$ cat src/rtl/unsat_clause_collector.sv
// Filters evaluated candidate clauses down to those with no true literal and queues them
// in a show-ahead FIFO for the unsat clause selector, tagging the last entry of each flip batch.
module unsat_clause_collector #(
    parameter  int NSAT                  = 3,
    parameter  int LITERAL_ADDRESS_WIDTH = 12,
    parameter  int FIFO_DEPTH            = 16,
    localparam int CLAUSE_WIDTH          = NSAT * LITERAL_ADDRESS_WIDTH,
    localparam int PTR_WIDTH             = $clog2(FIFO_DEPTH)
) (
    input  logic                    clk_i,
    input  logic                    rst_ni,
    input  logic                    cand_valid_i,
    output logic                    cand_ready_o,
    input  logic [CLAUSE_WIDTH-1:0] cand_clause_i,
    input  logic [NSAT-1:0]         cand_true_mask_i,
    input  logic                    cand_last_i,
    input  logic                    fifo_pop_i,
    output logic                    fifo_empty_o,
    output logic [CLAUSE_WIDTH-1:0] fifo_clause_o,
    output logic                    fifo_last_o,
    output logic [PTR_WIDTH:0]      count_o,
    output logic                    batch_done_o,
    output logic                    overflow_o,
    output logic                    underflow_o,
    input  logic                    clear_errors_i
);

    typedef enum logic [1:0] {S_IDLE, S_COLLECT, S_DRAIN} state_e;

    state_e                  state_q, state_d;
    logic                    stg_valid_q, stg_valid_d;
    logic                    stg_keep_q, stg_keep_d;
    logic                    stg_last_q, stg_last_d;
    logic [CLAUSE_WIDTH-1:0] stg_clause_q, stg_clause_d;
    logic [PTR_WIDTH-1:0]    wr_ptr_q, wr_ptr_d;
    logic [PTR_WIDTH-1:0]    rd_ptr_q, rd_ptr_d;
    logic [PTR_WIDTH:0]      count_q, count_d;
    logic [FIFO_DEPTH-1:0]   last_q, last_d;
    logic                    pending_last_q, pending_last_d;
    logic                    done_q, done_d;
    logic                    ovf_q, ovf_d;
    logic                    unf_q, unf_d;
    logic [CLAUSE_WIDTH-1:0] mem_q [FIFO_DEPTH];

    logic                    accept, empty, full, pop_en, wr_en, mark_en, stg_kept, ovf_evt;
    logic [PTR_WIDTH:0]      count_after_pop;
    logic [PTR_WIDTH-1:0]    tail_ptr;

    // NOTE: every signal assigned in always_comb gets a default first, so no path can infer a latch.
    always_comb begin
        empty           = (count_q == '0);
        full            = (count_q == (PTR_WIDTH+1)'(FIFO_DEPTH));
        accept          = cand_valid_i & cand_ready_o;
        pop_en          = fifo_pop_i & ~empty;
        stg_kept        = stg_valid_q & stg_keep_q;
        wr_en           = stg_kept & (~full | pop_en);
        ovf_evt         = stg_kept & full & ~pop_en;
        count_after_pop = count_q - (PTR_WIDTH+1)'(pop_en);
        tail_ptr        = wr_ptr_q - PTR_WIDTH'(1);
        // A dropped last candidate (filtered out or lost to overflow) moves the tag onto the tail.
        mark_en         = stg_valid_q & stg_last_q & ~wr_en & (count_after_pop != '0);

        stg_valid_d  = accept;
        stg_keep_d   = accept & (cand_true_mask_i == '0);
        stg_last_d   = accept & cand_last_i;
        stg_clause_d = accept ? cand_clause_i : stg_clause_q;

        wr_ptr_d = wr_ptr_q + PTR_WIDTH'(wr_en);
        rd_ptr_d = rd_ptr_q + PTR_WIDTH'(pop_en);
        count_d  = count_after_pop + (PTR_WIDTH+1)'(wr_en);

        last_d = last_q;
        if (wr_en)   last_d[wr_ptr_q] = stg_last_q;
        if (mark_en) last_d[tail_ptr] = 1'b1;

        pending_last_d = pending_last_q;
        if (pop_en && last_q[rd_ptr_q])     pending_last_d = 1'b0;
        if ((wr_en && stg_last_q) || mark_en) pending_last_d = 1'b1;

        ovf_d = ovf_evt | (ovf_q & ~clear_errors_i);
        unf_d = (fifo_pop_i & empty) | (unf_q & ~clear_errors_i);
    end

    // Ready depends on registered state only, keeping fifo_pop_i off the candidate handshake.
    always_comb begin
        state_d      = state_q;
        done_d       = 1'b0;
        cand_ready_o = (state_q != S_DRAIN);
        unique case (state_q)
            S_IDLE: if (accept) state_d = cand_last_i ? S_DRAIN : S_COLLECT;
            S_COLLECT: if (accept && cand_last_i) state_d = S_DRAIN;
            S_DRAIN: begin
                if (!stg_valid_q && empty && !pending_last_q) begin
                    state_d = S_IDLE;
                    done_d  = 1'b1;
                end
            end
            default: state_d = S_IDLE;
        endcase
    end

    // NOTE: sequential state uses non-blocking assignments so every flop samples pre-edge values.
    always_ff @(posedge clk_i or negedge rst_ni) begin
        if (!rst_ni) begin
            state_q        <= S_IDLE;
            stg_valid_q    <= 1'b0;
            stg_keep_q     <= 1'b0;
            stg_last_q     <= 1'b0;
            stg_clause_q   <= '0;
            wr_ptr_q       <= '0;
            rd_ptr_q       <= '0;
            count_q        <= '0;
            last_q         <= '0;
            pending_last_q <= 1'b0;
            done_q         <= 1'b0;
            ovf_q          <= 1'b0;
            unf_q          <= 1'b0;
        end else begin
            state_q        <= state_d;
            stg_valid_q    <= stg_valid_d;
            stg_keep_q     <= stg_keep_d;
            stg_last_q     <= stg_last_d;
            stg_clause_q   <= stg_clause_d;
            wr_ptr_q       <= wr_ptr_d;
            rd_ptr_q       <= rd_ptr_d;
            count_q        <= count_d;
            last_q         <= last_d;
            pending_last_q <= pending_last_d;
            done_q         <= done_d;
            ovf_q          <= ovf_d;
            unf_q          <= unf_d;
        end
    end

    // NOTE: the storage array is not reset; an empty FIFO masks its head, so stale data never leaks out.
    always_ff @(posedge clk_i) begin
        if (wr_en) mem_q[wr_ptr_q] <= stg_clause_q;
    end

    assign fifo_empty_o  = empty;
    assign fifo_clause_o = empty ? '0 : mem_q[rd_ptr_q];
    assign fifo_last_o   = ~empty & last_q[rd_ptr_q];
    assign count_o       = count_q;
    assign batch_done_o  = done_q;
    assign overflow_o    = ovf_q;
    assign underflow_o   = unf_q;

endmodule

$ cat config.mk
export PLATFORM = sky130hd
export DESIGN_NAME = unsat_clause_collector
export DESIGN_NICKNAME = d
export VERILOG_FILES = /design/src/rtl/unsat_clause_collector.sv
export SDC_FILE = /design/constraint.sdc
export NUM_CORES = 1
export LEC_CHECK = 0
export BUFFER_PORTS_ARGS = -buffer_cell sky130_fd_sc_hd__buf_2
export CORE_AREA = 3 3 172 258
export CTS_CLUSTER_DIAMETER = 30
export DETAILED_ROUTE_END_ITERATION = 10
export DIE_AREA = 0 0 175 261
export PLACE_DENSITY = 0.87
export SYNTH_ARGS = -nofsm -noshare
export SYNTH_HDL_FRONTEND = slang
export SYNTH_SLANG_ARGS = --single-unit
$ cat constraint.sdc
create_clock -name clk_i -period 3.6 [get_ports clk_i]
set_input_delay 0.36 -clock clk_i [delete_from_list [all_inputs] [get_ports clk_i]]
set_output_delay 0.36 -clock clk_i [all_outputs]
set_load 0.05 [all_outputs]
==> results of run 1 <==
cell families (layout without fill, tap and decap cells):
| group | count (synthesis) | in the layout |
|---|---|---|
| AOI/OAI and AO/OA | 89 | 89 |
| and+or+nand+nor | 68 | 68 |
| xor gates and xnor gates | 9 | 9 |
| muxes | 259 | 259 |
| buffers and inverters | 89 | 365 |
| adders and majority gates | 8 | 8 |
| DFF | 650 | 650 |
worst reg2reg max path, delay by kind of cell, from the launching register on:
kind / cells / cell delay, ns
xor+xnor: 1 / 0.35
fa+ha+maj: 2 / 0.47
flops: 1 / 0.46
buf+inv: 1 / 0.11
compound gates: 3 / 0.87
simple gates: 2 / 0.96
flip-flops by register name (all words and copies together), names as in the netlist, 2 cells and up:
name / flops
mem_q: 576
stg_clause_q: 36
rd_ptr_q: 4
count_o: 5
state_q: 2
last_q: 16
wr_ptr_q: 4
repair_timing:
| item | 4_1_cts | 5_1_grt |
|---|---|---|
| setup endpoints to repair | 12 | 8 |
| hold endpoints to repair | 87 | 0 |
| hold buffers | 36 | 0 |
| pin swaps | 0 | 1 |
| buffers inserted | 1 | 2 |
| resized for setup | 1 | 1 |
cell type report:
cell class / count / area [um^2]
well taps: 564 / 706
flip-flops and latches: 650 / 19200
clock buffers: 108 / 2390
clock inverters: 55 / 644
repair buffers: 175 / 1330
multi-input cells: 433 / 5810
fillers: 2303 / 12000
inverters: 27 / 101
where the power goes:
group          internal, W  switching [W]  leakage (nW)  total (W)
combinational      0.00291        0.00439          2.79    0.00730
sequential         0.00933        0.00119          6.07     0.0105
clock              0.00530        0.00356          1.46    0.00886
total               0.0175        0.00914          10.3     0.0267
per-stage QoR:
| step | TNS, ns | total power, W |
|---|---|---|
| floorplan | 0 | 0.0155 |
| global placement | 0 | 0.0173 |
| detailed placement | 0 | 0.0176 |
| CTS | 0 | 0.0267 |
| global route | -0.00755 | 0.0274 |
| finish | 0 | 0.0267 |
layout by cell type, fill, tap and decap left out, types with 6 or more instances in the layout:
master / netlist / layout
ha_1: 8 / 8
inv_1: 27 / 27
clkinvlp_4: 0 / 8
nor2_4: 0 / 16
mux4_2: 148 / 148
inv_6: 0 / 14
a31oi_1: 12 / 12
buf_4: 1 / 37
bufinv_16: 0 / 6
mux2_2: 36 / 36
buf_2: 30 / 90
mux2i_1: 75 / 75
clkbuf_8: 0 / 7
dlygate4sd3_1: 0 / 36
nand2_1: 12 / 11
dfrtp_1: 74 / 71
buf_12: 0 / 12
inv_8: 0 / 11
o22ai_1: 49 / 49
clkbuf_1: 26 / 11
nor2b_1: 9 / 9
clkbuf_16: 0 / 90
edfxtp_1: 576 / 576
per-layer routing:
| layer | track usage | up-vias |
|---|---|---|
| li1 | - | 5312 |
| met1 | 0.354 | 6917 |
| met2 | 0.467 | 959 |
| met3 | 0.0531 | 208 |
| met4 | 0.151 | 0 |
| met5 | 0 | - |
how the worst max path moves through the flow:
stage                      from  slack, ns                 to
floorplan            count_o[4]       0.23       mem_q[10][0]
finish               count_o[2]       0.18  fifo_clause_o[34]
detailed placement   count_o[2]       0.27          last_q[9]
CTS                 rd_ptr_q[1]       0.05  fifo_clause_o[35]
global route         count_o[2]     -0.007          last_q[5]
global placement     count_o[3]       0.52         last_q[13]
==> impl_metrics.json, run 1 <==
{
  "crit_chain": "or4_4 -> nor2_2 -> or2_4 -> buf_12 -> o22ai_1 -> buf_2",
  "row_count": 92,
  "power.density_mw_per_mm2": 885,
  "gp_congestion": 0.847,
  "cp_top_family": "simple AND/OR/NAND/NOR gates",
  "timing.hold.ws_ns": 0.0245,
  "grt_pass1_wl_mm": 92.9,
  "synth_mux_area_frac": 0.178,
  "avgSynthCellArea_um2": 21.5,
  "setup_viol": 0,
  "yosysSeqAreaShare": 0.760,
  "synth_top_family_by_area": "multiplexers",
  "r2r_cells": 9,
  "path_class": "reg2out",
  "final_cell_area_mm2": 0.0301,
  "top_layer_used": "met4",
  "slowest_delay_ns": 0.67,
  "synth_area_leaders": "edfxtp_1 (69%), mux4_2 (13%), dfrtp_1 (7.3%), mux2i_1 (3.0%), mux2_2 (1.6%)",
  "routed_wl_mm": 62.5,
  "fin_crit_ns": 3.42,
  "hold_start": "cand_clause_i[18]",
  "yosysMostFrequentCell": "edfxtp_1",
  "p_leak_nw": 10.3,
  "wl_met2_mm": 32.7,
  "place_inst": 1810,
  "max_freq_ghz": 0.292,
  "synth_edf_count": 576,
  "die_h_um": 261,
  "pre_cts_slack_ns": 0.267,
  "port-buffer-count": 91,
  "synth_area_mm2": 0.0252,
  "numCtsBuffers": 88,
  "cts.htree.levels": 3,
  "hold_viol": 0,
  "ys_warn_count": 0,
  "initial_core_util": 0.598,
  "rrSetupSlack_ns": 0.20,
  "cp.required_ns": 3.24,
  "clk_pin_slew_worst_paths_ns": 0.06,
  "synth_xor_area_frac": 0.00313,
  "synth_cell_types": 47,
  "grt_max_degree": 58,
  "synth_compound_area_frac": 0.0260,
  "cts_tree": "done",
  "fp.coreArea_mm2": 0.0421,
  "status": "completed",
  "clk_latency_ns": 0.62,
  "gr-total-overflow": 0,
  "min_path_type": "in2reg",
  "layout_setup_ws_ns": 0.177,
  "cp-end-kind": "output port",
  "critPathLaunchType": "flip-flop",
  "cp.arrival_ns": 3.06,
  "synth_top_area_frac": 0.686,
  "wire_per_inst_um": 31.1,
  "insertedDiodeCount": 0,
  "synth-simple-area-share": 0.0141,
  "synthFlopType": "edfxtp_1",
  "hold_depth": 2,
  "reg2reg_from": "count_o[2]",
  "tightestPinTransition_ns": 1.26,
  "placed_area_mm2": 0.0267,
  "worstReg2RegEnd": "last_q[14]",
  "drc": 0,
  "synthesis.instances": 1172,
  "grt_pass1_vias": 14510,
  "io_pins": 92,
  "ys_seq_elements": 650,
  "async_flop_share": 0.114,
  "drt-initial-drc-count": 1936,
  "ant_nets": 0,
  "vias_per_cell": 6.66,
  "final_util": 0.715,
  "drv_slew": 0,
  "die-area_mm2": 0.0457,
  "vias": 13396,
  "ys_top_cells_by_count": "edfxtp_1 (576), mux4_2 (148), mux2i_1 (75), dfrtp_1 (74), o22ai_1 (49)",
  "crit_cells": 6,
  "nets": 1428,
  "worstPathMaxFanout": 23,
  "fp.dieW_um": 175,
  "cap_violations": 0,
  "slowest_stage": "or4_4",
  "grt_antenna_before_repair": 0,
  "route.met3.wl_mm": 5.51,
  "cts-root-buf": "clkbuf_16",
  "synth_nets": 1225,
  "clkSinkCount": 650,
  "wl_met1_mm": 21.3,
  "firstDrtPassIters": 7,
  "synthAdderAreaFrac": 0.00397,
  "fin_cells": 2012,
  "drive_gt1_frac": 0.348,
  "peakVddDrop_v": 0.000760,
  "fin_skew_ns": 0.0161,
  "rsz0062_at_grt": "true",
  "gr-usage-all-layers": 0.280,
  "timing.final.crit_share": 0.951,
  "cp_num_buf_inv": 2,
  "cts_buffer_depth": 3,
  "syn_to_final_growth_pct": 19.6,
  "synth.largest_area_cell": "edfxtp_1",
  "worstHoldEndpoint": "stg_clause_q[18]",
  "dp_hpwl_mm": 31.1,
  "relSlewSlack": 0.160
}
(Power assumes the default switching activity.)
==> run 2: changes to the inputs <==
Settings changed: HOLD_SLACK_MARGIN from default to 0.1, MAX_ROUTING_LAYER from default to met4.
==> run 2 against run 1 <==
  * Utilization is 0.14 points higher
  * Total power about the same
  * Cell count up 0.35%
  * Critical path depth down 1
  * Cell area grew 0.19%
  * Critical endpoint is now fifo_clause_o[12]
  * Largest cell class unchanged
==> impl_metrics.json, run 2 (synthesis results as in run 1) <==
{
  "fin_crit_ns": 3.56,
  "largestRegisters": "mem_q: 576 flops, stg_clause_q: 36 flops, last_q: 16 flops",
  "mostFrequentLayoutCells": "edfxtp_1 (576), mux4_2 (148), clkbuf_16 (90), buf_2 (90), mux2i_1 (75)",
  "cts-root-buf": "clkbuf_16",
  "cp.required_ns": 3.24,
  "peakVddDrop_v": 0.000723,
  "cp_top_family": "compound AO/OA/AOI/OAI gates",
  "setup_viol": 0,
  "firstDrtPassIters": 8,
  "relSlewSlack": 0.152,
  "drc": 0,
  "slowest_delay_ns": 0.67,
  "cts.htree.levels": 3,
  "max_freq_ghz": 0.281,
  "largest_register_ffs": 576,
  "hold_viol": 0,
  "cts_buffer_depth": 3,
  "drv_slew": 0,
  "clk_latency_ns": 0.62,
  "crit_chain": "or4_4 -> o21ai_4 -> buf_4 -> o22ai_1 -> buf_2",
  "critPathLaunchType": "flip-flop",
  "grt_pass1_wl_mm": 94.4,
  "r2r_cells": 9,
  "p_total_w": 0.0267,
  "reg2reg_from": "count_o[2]",
  "io_pins": 92,
  "tightestPinTransition_ns": 1.27,
  "ant_nets": 0,
  "routed_wl_mm": 63.5,
  "die_h_um": 261,
  "rsz0062_at_grt": "true",
  "setup_tns_ns": 0,
  "port-buffer-count": 91,
  "mostFrequentLayoutCell": "edfxtp_1",
  "path_class": "reg2out",
  "power.share.sequential": 0.395,
  "worstReg2RegEnd": "last_q[14]",
  "fp.dieW_um": 175,
  "dp_hpwl_mm": 31.1,
  "worstPathMaxFanout": 15,
  "p_int_w": 0.0175,
  "fp.coreArea_mm2": 0.0421,
  "numCtsBuffers": 88,
  "row_count": 92,
  "clkSinkCount": 650,
  "die-area_mm2": 0.0457,
  "layout_setup_ws_ns": 0.0380,
  "power.density_mw_per_mm2": 883,
  "clk_pin_slew_worst_paths_ns": 0.07,
  "vias_per_cell": 6.68,
  "initial_core_util": 0.598,
  "drt-initial-drc-count": 1580,
  "syn_to_final_growth_pct": 19.8,
  "gr-total-overflow": 0,
  "switching_power_w": 0.00915,
  "gp_congestion": 0.861,
  "nets": 1435,
  "grt_max_degree": 58,
  "grt_pass1_vias": 14511,
  "min_path_type": "in2async",
  "gr-usage-all-layers": 0.294,
  "p_sw_frac": 0.343,
  "vias": 13480,
  "fillCellCount": 2309,
  "cp.arrival_ns": 3.20,
  "cts_tree": "done",
  "fin_skew_ns": 0.0169,
  "p_leak_nw": 10.3,
  "grt_antenna_before_repair": 0,
  "status": "completed",
  "regMostFlops": "mem_q",
  "cp-end-kind": "output port",
  "cp_num_buf_inv": 2,
  "cap_violations": 0,
  "rrSetupSlack_ns": 0.22,
  "timing.final.crit_share": 0.989,
  "wire_per_inst_um": 31.4,
  "insertedDiodeCount": 0,
  "clkPwrFrac": 0.332,
  "pre_cts_slack_ns": 0.267,
  "drive_gt1_frac": 0.345,
  "p_comb_frac": 0.273,
  "slowest_stage": "or4_4",
  "timing.hold.ws_ns": 0.366
}
run 2: cell count changes in the layout (fill, tap and decap cells not counted):
cell / delta
dlygate4sd3_1: +8
buf_12: -1
nor2_1: +1
nor2_2: -1
run 2: worst reg2reg max path: stages, from the launching register on:
cell	delay [ns]
dfrtp_1	0.46
or4_4	0.67
o21ai_0	0.25
inv_1	0.10
ha_1	0.24
ha_1	0.23
xnor2_1	0.35
nand4b_1	0.29
o2111ai_1	0.44
a31oi_1	0.18
run 2: power groups by stage:
stage | registers (W) | logic (W) | clock network (W)
after floorplan | 0.0101 | 0.00546 | 0
after global placement | 0.0106 | 0.00676 | 0
after detailed placement | 0.0107 | 0.00691 | 0
after CTS | 0.0105 | 0.00721 | 0.00893
after global routing | 0.0106 | 0.00759 | 0.00924
final | 0.0105 | 0.00728 | 0.00885
run 2: layout make-up:
type,instances,area (um^2),area share
clock inverter,55,644,0.0213
sequential,650,19200,0.634
multi-input combinational,433,5810,0.192
clock buffer,108,2390,0.0791
tap,564,706,0.0234
inverter,27,101,0.00336
timing repair buffer,182,1390,0.0460
run 2: routing by layer:
metal | vias up | routed length (um) | GRT usage
met5 | - | 0 | -
met3 | 230 | 6010 | 0.0576
met4 | 0 | 3140 | 0.148
met1 | 6940 | 21500 | 0.359
met2 | 990 | 32900 | 0.475
li1 | 5320 | - | -
run 2: timing repair:
| action | 4_1_cts | 5_1_grt |
|---|---|---|
| endpoints found under the setup margin | 12 | 5 |
| hold buffers | 44 | 0 |
| hold endpoints to repair | 95 | 0 |
| buffers inserted | 1 | 1 |
| gates cloned | 0 | 0 |
| gates resized for setup | 1 | 0 |
run 2: how the worst max path moves through the flow:
| stage | slack, ns | from | depth (start not counted) | to |
|---|---|---|---|---|
| 2_1_floorplan | 0.23 | count_o[4] | 5 | mem_q[10][0] |
| 3_3_place_gp | 0.52 | count_o[3] | 9 | last_q[13] |
| 3_5_place_dp | 0.27 | count_o[2] | 9 | last_q[9] |
| 4_1_cts | 0.05 | rd_ptr_q[1] | 5 | fifo_clause_o[35] |
| 5_1_grt | -0.01 | count_o[2] | 9 | last_q[5] |
| 6_report | 0.04 | count_o[2] | 5 | fifo_clause_o[12] |
run 2: metrics by stage:
step            util  std cells  area, um^2
2_1_floorplan      -       1172       25200
3_3_place_gp   0.633       1810       26700
3_5_place_dp   0.633       1810       26700
4_1_cts        0.716       2018       30200
5_1_grt        0.717       2019       30200
6_report       0.717       2019       30200
